===== src/rtl/uart_pkg.sv =====
// Shared definitions for the UART transmit-side arbiter and its helpers.
package uart_pkg;

    // Default byte width; the transmitter and arbiter must agree on it.
    localparam int DATA_WIDTH_DEFAULT = 8;

    // Arbiter FSM states. Encoding is exposed on the top's dbg_state port.
    typedef enum logic [1:0] {
        ARB       = 2'd0,  // idle, waiting for a request and an idle transmitter
        ISSUE     = 2'd1,  // tx_valid strobe cycle
        WAIT_BUSY = 2'd2,  // waiting for the transmitter to leave idle
        WAIT_DONE = 2'd3   // waiting for the transmitter to finish the frame
    } arb_state_t;

    // Even/odd parity bit for a byte as the transmitter would append it.
    function automatic logic parity_bit(input logic [DATA_WIDTH_DEFAULT-1:0] data,
                                        input logic                          odd);
        return (^data) ^ odd;
    endfunction

endpackage


===== src/rtl/rr_arbiter.sv =====
// Combinational round-robin picker: scans req upward from ptr with
// wrap-around and returns the first set bit as a one-hot grant and an index.
module rr_arbiter #(
    parameter int N  = 4,
    parameter int IW = $clog2(N)
) (
    input  logic [N-1:0]  req,
    input  logic [IW-1:0] ptr,
    output logic [N-1:0]  grant,
    output logic [IW-1:0] grant_idx,
    output logic          grant_valid
);

    // First requester at or after ptr wins; later candidates are ignored.
    always_comb begin
        grant       = '0;
        grant_idx   = '0;
        grant_valid = 1'b0;
        for (int k = 0; k < N; k++) begin
            logic [IW-1:0] cand;
            cand = IW'((int'(ptr) + k) % N);
            if (!grant_valid && req[cand]) begin
                grant_valid = 1'b1;
                grant[cand] = 1'b1;
                grant_idx   = cand;
            end
        end
    end

endmodule


===== src/rtl/uart_tx_arbiter.sv =====
// Shares one UART transmitter between NUM_REQ byte requesters.
//
// Handshakes:
//   Requester side: a requester holds req_valid with stable data until it
//   sees req_ready[i] high for one cycle; the byte is taken on that clock
//   edge. Dropping req_valid before req_ready withdraws the request.
//   Transmitter side: tx_valid is a one-cycle strobe issued only when the
//   transmitter was seen ready; tx_ready then falls, and its return to 1
//   marks frame completion. tx_data and parity config stay stable from
//   acceptance until the next acceptance.
module uart_tx_arbiter
    import uart_pkg::*;
#(
    parameter int NUM_REQ        = 4,
    parameter int Data_Width     = DATA_WIDTH_DEFAULT,
    parameter int TIMEOUT_CYCLES = 4096
) (
    input  logic                         clk,
    input  logic                         reset,
    input  logic [NUM_REQ-1:0]           req_valid,
    input  logic [NUM_REQ*Data_Width-1:0] req_data,
    input  logic [NUM_REQ-1:0]           req_parity_en,
    input  logic [NUM_REQ-1:0]           req_parity_type,
    output logic [NUM_REQ-1:0]           req_ready,
    output logic [Data_Width-1:0]        tx_data,
    output logic                         tx_valid,
    input  logic                         tx_ready,
    output logic                         parity_en,
    output logic                         parity_type,
    output logic [$clog2(NUM_REQ)-1:0]   grant_id,
    output logic                         busy,
    output logic                         err_timeout,
    input  logic                         err_clear,
    output logic [1:0]                   dbg_state
);

    localparam int IW = $clog2(NUM_REQ);
    localparam int CW = (TIMEOUT_CYCLES > 2) ? $clog2(TIMEOUT_CYCLES) : 1;
    localparam logic [CW-1:0] WD_LAST = CW'(TIMEOUT_CYCLES - 1);
    localparam logic [IW-1:0] PTR_LAST = IW'(NUM_REQ - 1);

    arb_state_t          state;
    logic [IW-1:0]       rr_ptr;
    logic [CW-1:0]       wd_cnt;

    logic [NUM_REQ-1:0]  pick_onehot;
    logic [IW-1:0]       pick_idx;
    logic                pick_valid;
    logic [IW-1:0]       next_ptr;
    logic                arb_open;
    logic                accept;
    logic                wd_expired;

    logic [Data_Width-1:0] sel_data;
    logic                  sel_pen;
    logic                  sel_ptype;

    rr_arbiter #(
        .N  (NUM_REQ),
        .IW (IW)
    ) u_rr (
        .req         (req_valid),
        .ptr         (rr_ptr),
        .grant       (pick_onehot),
        .grant_idx   (pick_idx),
        .grant_valid (pick_valid)
    );

    // Arbitration is open when idle, or the moment the current frame completes
    // so back-to-back frames lose no cycle. Held closed during reset.
    assign arb_open   = reset && tx_ready && ((state == ARB) || (state == WAIT_DONE));
    assign accept     = arb_open && pick_valid;
    assign req_ready  = accept ? pick_onehot : '0;
    assign next_ptr   = (pick_idx == PTR_LAST) ? '0 : pick_idx + 1'b1;
    assign wd_expired = (wd_cnt == WD_LAST);
    assign dbg_state  = state;

    // Mux the winning requester's byte and parity configuration.
    always_comb begin
        sel_data  = '0;
        sel_pen   = 1'b0;
        sel_ptype = 1'b0;
        for (int i = 0; i < NUM_REQ; i++) begin
            if (pick_onehot[i]) begin
                sel_data  = req_data[i*Data_Width +: Data_Width];
                sel_pen   = req_parity_en[i];
                sel_ptype = req_parity_type[i];
            end
        end
    end

    // Arbiter FSM with registered transmitter-facing outputs and watchdog.
    // wd_cnt reads 0 in the issue cycle and counts cycles since issue.
    always_ff @(posedge clk or negedge reset) begin
        if (!reset) begin
            state       <= ARB;
            rr_ptr      <= '0;
            wd_cnt      <= '0;
            tx_data     <= '0;
            tx_valid    <= 1'b0;
            parity_en   <= 1'b0;
            parity_type <= 1'b0;
            grant_id    <= '0;
            busy        <= 1'b0;
            err_timeout <= 1'b0;
        end else begin
            tx_valid <= 1'b0;
            if (err_clear) begin
                err_timeout <= 1'b0;
            end

            if (accept) begin
                tx_data     <= sel_data;
                parity_en   <= sel_pen;
                parity_type <= sel_ptype;
                grant_id    <= pick_idx;
                rr_ptr      <= next_ptr;
                busy        <= 1'b1;
                tx_valid    <= 1'b1;
                wd_cnt      <= '0;
                state       <= ISSUE;
            end else begin
                case (state)
                    ARB: begin
                        state <= ARB;
                    end
                    ISSUE: begin
                        wd_cnt <= wd_cnt + 1'b1;
                        state  <= WAIT_BUSY;
                    end
                    WAIT_BUSY: begin
                        if (wd_expired) begin
                            // A new timeout beats a coincident err_clear.
                            err_timeout <= 1'b1;
                            busy        <= 1'b0;
                            state       <= ARB;
                        end else begin
                            wd_cnt <= wd_cnt + 1'b1;
                            if (!tx_ready) begin
                                state <= WAIT_DONE;
                            end
                        end
                    end
                    WAIT_DONE: begin
                        if (tx_ready) begin
                            busy  <= 1'b0;
                            state <= ARB;
                        end else if (wd_expired) begin
                            err_timeout <= 1'b1;
                            busy        <= 1'b0;
                            state       <= ARB;
                        end else begin
                            wd_cnt <= wd_cnt + 1'b1;
                        end
                    end
                    default: begin
                        state <= ARB;
                    end
                endcase
            end
        end
    end

endmodule


===== config.mk =====
export PLATFORM = sky130hd
export DESIGN_NAME = uart_tx_arbiter
export DESIGN_NICKNAME = d
export VERILOG_FILES = /design/src/rtl/uart_pkg.sv /design/src/rtl/rr_arbiter.sv /design/src/rtl/uart_tx_arbiter.sv
export SDC_FILE = /design/constraint.sdc
export NUM_CORES = 1
export LEC_CHECK = 0
export CAP_MARGIN = 20
export CELL_PAD_IN_SITES_DETAIL_PLACEMENT = 1
export CELL_PAD_IN_SITES_GLOBAL_PLACEMENT = 2
export CORE_ASPECT_RATIO = 1.2
export CORE_UTILIZATION = 30
export DETAILED_ROUTE_END_ITERATION = 7
export PLACE_DENSITY_LB_ADDON = 0.1
export SYNTH_ARGS = -nofsm -noshare
export SYNTH_HDL_FRONTEND = slang
export SYNTH_SLANG_ARGS = --single-unit

===== constraint.sdc =====
create_clock -name clk -period 11.05 [get_ports clk]
set_input_delay 3.315 -clock clk [delete_from_list [all_inputs] [get_ports clk]]
set_output_delay 3.315 -clock clk [all_outputs]
set_load 0.01 [all_outputs]

; Word-level counts from Yosys, hierarchy flattened
; Cells that the tools add are included.
[totals]
inputBits = 48
reg_bits = 31
out_inout_bits = 21
[classes]
muxes = 62
n_reduce_logical = 19
addsub = 5
magnitude_cmp = 8
bitwise_logic = 3
n_eq_ne = 8
[op_table]
columns = cell, n
row1 = $mux W12, 3
row2 = $pmux W12 S3, 1
row3 = $mux W8, 4
row4 = $mux W1, 28
row5 = $mux W2, 10
row6 = $mux W4, 5
row7 = $add A12 B1 Y12 const B, 1
row8 = $eq A12 B12 Y1 const B, 1
row9 = $lt A2 B3 Y1 const B, 4
row10 = $or A4 B4 Y4, 3
row11 = $logic_and A1 B1 Y1, 10
row12 = $bmux W1 S2, 4
row13 = $demux W1 S2, 4
row14 = $ge A2 B1 Y1 const B, 4
row15 = $ne A4 B4 Y1 const B, 2
row16 = $pmux W2 S4, 1
row17 = $eq A2 B2 Y1 const B, 3
row18 = $add A2 B1 Y2 const B, 2
row19 = $add A2 B2 Y2 const B, 2
row20 = $pmux W1 S2, 2
row21 = $reduce_and A2 Y1, 2
row22 = $reduce_bool A4 Y1, 1
row23 = $logic_not A1 Y1, 3
row24 = $ne A3 B3 Y1 const B, 1
row25 = other kinds (4), 4

; Depth between registers and ports, before layout
[logic_depth]
word_depth = 16
depth_mapped = 13
depth_no_buf = 9

; By module
; A second synthesis with hierarchy kept.
[hier_totals]
cells_unflattened = 256
hier_area_um2 = 2297.2
[by_module_without_submodules]
columns = module, instances, seq_area_each_um2, area_each_um2, cells_each
row1 = uart_tx_arbiter, 1, 775.7, 1878.1, 211
row2 = rr_arbiter, 1, 0.0, 419.2, 45

; Worst setup path after synthesis
; OpenSTA, ideal clock, no wires.
[synth_path]
path_type = input port to output port
startpoint = input req_valid[1]
endpoint = output req_ready[1]
t_arrival_ns = 4.959
path_stages = 7
setup_slack_ns = 2.776
path_cell_list = buf_2 -> mux4_2 -> buf_6 -> a2111oi_0 -> o31ai_1 -> clkbuf_1 -> a21oi_1
[synth_between]
elab_chain_len = 14
word_cells_on_any_way = 27
cone_classes = mux: 17 / bitwise: 3 / reduce/logical: 7
[synth_lines]
columns = element, line
row1 = from (decl), uart_tx_arbiter.sv:20  ; input logic [NUM_REQ-1:0] req_valid,
row2 = $bmux W1 S2, rr_arbiter.sv:22  ; if (!grant_valid && req[cand]) begin
row3 = $mux W1 (not written as such), rr_arbiter.sv:22
row4 = $mux W1, rr_arbiter.sv:22
row5 = $logic_not A1 Y1, rr_arbiter.sv:22
row6 = $logic_and A1 B1 Y1, rr_arbiter.sv:22
row7 = $mux W1, rr_arbiter.sv:22
row8 = $logic_not A1 Y1, rr_arbiter.sv:22
row9 = $logic_and A1 B1 Y1, rr_arbiter.sv:22
row10 = $mux W1, rr_arbiter.sv:22
row11 = $logic_not A1 Y1, rr_arbiter.sv:22
row12 = $logic_and A1 B1 Y1, rr_arbiter.sv:22
row13 = $mux W1, rr_arbiter.sv:22
row14 = $logic_and A1 B1 Y1, uart_tx_arbiter.sv:72  ; assign accept = arb_open && pick_valid;
row15 = $mux W4 *, uart_tx_arbiter.sv:73  ; assign req_ready = accept ? pick_onehot : '0;
row16 = to (decl), uart_tx_arbiter.sv:24  ; output logic [NUM_REQ-1:0] req_ready,
; Mark *: on every way between the ends. The rest lies on a longest branch, timed or not. The select of a mux whose other input is x is not followed.

; Final worst setup path
[layout_path]
startpoint = input req_valid[1]
endpoint = output req_ready[3]
; Same word-level chain as after synthesis.

==> flow_metrics.env <==
export IMPL_status="finished clean"
export IMPL_wire_per_inst_um=17.45
export IMPL_rows=36
export IMPL_tightest_slew_ns=0.7900
export IMPL_fin_crit_ns=9.437
export IMPL_min_path_cells=1
export IMPL_htreeDepth=2
export IMPL_period_share=0.8540
export IMPL_critPathArrivalTime_ns=6.12
export IMPL_first_global_vias=2547
export IMPL_p_leak_nw=1.344
export IMPL_grt_pass1_wl_mm=12.61
export IMPL_drt_pass1_iterations=4
export IMPL_die_w_um=85.04
export IMPL_grt_max_degree=36
export IMPL_gp_congestion=0.8051
export IMPL_ys_warn_count=0
export IMPL_end_kind="output pin"
export IMPL_crit_family="buffers and inverters"
export IMPL_dp_hpwl_mm=5.747
export IMPL_holdWs_ns=0.4987
export IMPL_reg2reg_depth=9
export IMPL_cts_sinks=31
export IMPL_power_frac_clock=0.144
export IMPL_hold_buffers=0
export IMPL_clockBufferDepth=2
export IMPL_ys_seq_area_frac=0.3125
export IMPL_critPathLaunchType="input pin"
export IMPL_async_reset_ff_frac=1.000
export IMPL_hold_violations=0
export IMPL_internal_power_uw=384.3
export IMPL_switchingPower_uw=307.5
export IMPL_portBuffers=68
export IMPL_worst_clock_skew_ns=0.01172
export IMPL_max_stage_delay_ns=0.71
export IMPL_maxSlewHeadroom=0.4733
export IMPL_dpl_cell_area_um2=3241
export IMPL_final_area_um2=3344
export IMPL_top_usage_layer="met2"
export IMPL_critical_path_required_ns=7.74
export IMPL_seq_power_share=0.259
export IMPL_grt_ovfl_total=0
export IMPL_grtUsageMet2=0.3350
export IMPL_yosysTopAreaCellShare=0.3125
export IMPL_drive_gt1_frac=0.09538
export IMPL_ys_flop_type="dfrtp_1"
export IMPL_cts_root_buffer="clkbuf_8"
export IMPL_critPathSlowestCell="clkdlybuf4s50_1"
export IMPL_cp_cell_sequence="clkdlybuf4s50_1 -> or3b_1 -> a2111oi_2 -> nor3_1 -> o2111a_1 -> buf_4 -> nor2_1 -> clkdlybuf4s50_1"
export IMPL_cp_num_buf_inv=3
export IMPL_swShare=0.4445
export IMPL_syn_instance_count=284
export IMPL_cts_clk_slew_worst_paths_ns=0.06
export IMPL_yosysTopAreaCell="dfrtp_1"
export IMPL_drtIter0Drc=77
export IMPL_route_antenna_remaining_nets=0
export IMPL_core_um2=8063
export IMPL_syn_num_nets=343
export IMPL_ys_seq_elements=31
export IMPL_cp_depth=8
export IMPL_yosys_top_cells_area="dfrtp_1, ha_1, o211ai_2"
export IMPL_io_pins=69
export IMPL_diodes=0
export IMPL_clock_fmax_mhz=106.0
export IMPL_min_path_type="reg2reg"
export IMPL_dieArea_um2=8644
export IMPL_finalMaxSlewViolations=0
export IMPL_cts_tree="built"
export IMPL_tns_ns=0
export IMPL_syn_area_um2=2482
export IMPL_synth_edff_count=0
export IMPL_antenna_found_initial=0
export IMPL_max_vdd_ir_drop_v=0.00006377
export IMPL_cellPowerDensity_nw_per_um2=206.9
export IMPL_synth_area_per_cell_um2=8.741
export IMPL_drt_vias_per_instance=5.447
export IMPL_yosysMostFrequentCell="dfrtp_1"
export IMPL_wirelength_mm=7.696
export IMPL_track_usage=0.1838
export IMPL_cp_max_fo=22
export IMPL_syn2layout_area_growth_pct=34.73
export IMPL_cap_violations=0
export IMPL_power_frac_comb=0.597
export IMPL_use_met1=0.2232
export IMPL_synthTopCellsByCount="dfrtp_1, nand2_1, nor2_1, and2_1, clkbuf_1"
export IMPL_synth_distinct_cells=47
export IMPL_crit_type="in2out"
export IMPL_rsz0062_at_grt="false"
export IMPL_grtUsageMet3=0.02852
export IMPL_via_count=2402
export IMPL_chipHeight_um=101.6
export IMPL_fin_nets=404
export IMPL_cp_common_cell="clkdlybuf4s50_1"
export IMPL_setup_viol=0
export IMPL_drc_errors=0
export IMPL_postCtsResizedCells=0
export IMPL_cts_setup_buffers=0
export IMPL_cts_buffers=5
export IMPL_start_util=0.3079
export IMPL_insertion_delay_ns=0.29
## worst paths after layout
kind / start / endpoint / slack, ns
setup / recovery: req_valid[1] / req_ready[3] / 1.61
hold / removal: grant_id[1] / grant_id[1] / 0.50
setup reg to reg: register / tx_data[3] / 6.94
hold reg to reg: grant_id[1] / grant_id[1] / 0.50
max in group asynchronous: reset / tx_data[6] / 7.21
min in group asynchronous: reset / wd_cnt[5] / 3.53
## flip-flops by register name, summed over array words and instances, names as in the netlist, named ones only
signal,count
tx_data,8
wd_cnt,12
rr_ptr,1
parity_en,1
busy,1
err_timeout,1
grant_id,2
tx_valid,1
parity_type,1
dbg_state,2
## power groups by stage
stage	clock, mW	combinational [mW]	sequential, mW
after CTS	0.103	0.417	0.180
after global routing	0.108	0.454	0.185
after floorplan	0	0.279	0.173
final	0.0998	0.413	0.179
after detailed placement	0	0.415	0.182
after global placement	0	0.414	0.181
## per-layer routing
layer,up-vias,wire (um)
met1,1172,3320
met2,49,4011
met3,11,229
li1,1170,-
met5,-,0
met4,0,134
## stage by stage
stage          setup WS [ns]    util  total power, mW  cells
6_report               1.613  0.4148           0.6918    441
5_1_grt                1.432  0.4148           0.7465    441
4_1_cts                1.594  0.4148           0.7005    441
3_5_place_dp           1.611  0.4019           0.5967    433
3_3_place_gp           1.634  0.4019           0.5956    433
2_1_floorplan          2.776       -           0.4517    284
## cell type report
cell class	count	area (um2)
Tap cell	95	118.9
Timing Repair Buffer	76	740.7
Clock inverter	1	7.507
Multi-Input combinational cell	220	1564
Sequential cell	31	775.7
Fill cell	950	4718
Inverter	11	41.29
Clock buffer	7	96.34
## cells by family (layout without fill, tap and decap cells)
logic type	after synthesis	after routing	share of synthesized area
mux	7	7	0.03831
buf+inv	33	95	0.06200
fa+ha+maj	11	11	0.05544
simple gates	109	109	0.2309
xor+xnor	11	11	0.03881
compound gates	82	82	0.2621
flops	31	31	0.3125
## placed cells by master (no fill, tap or decap), types with 5 or more instances in the layout
cell type        count
clkdlybuf4s50_1     68
dfrtp_1             31
nand2_1             27
nor2_1              19
and2_1              18
nand4_1             12
o21ai_1             11
a32oi_1             11
ha_1                11
inv_1               10
o21ai_0             10
a2bb2oi_1           10
o211ai_2            10
xor2_1               9
nor3_1               8
buf_4                8
clkbuf_8             7
a21oi_1              6
mux2i_1              5
No activity file was read; power rests on OpenSTA's default activity.
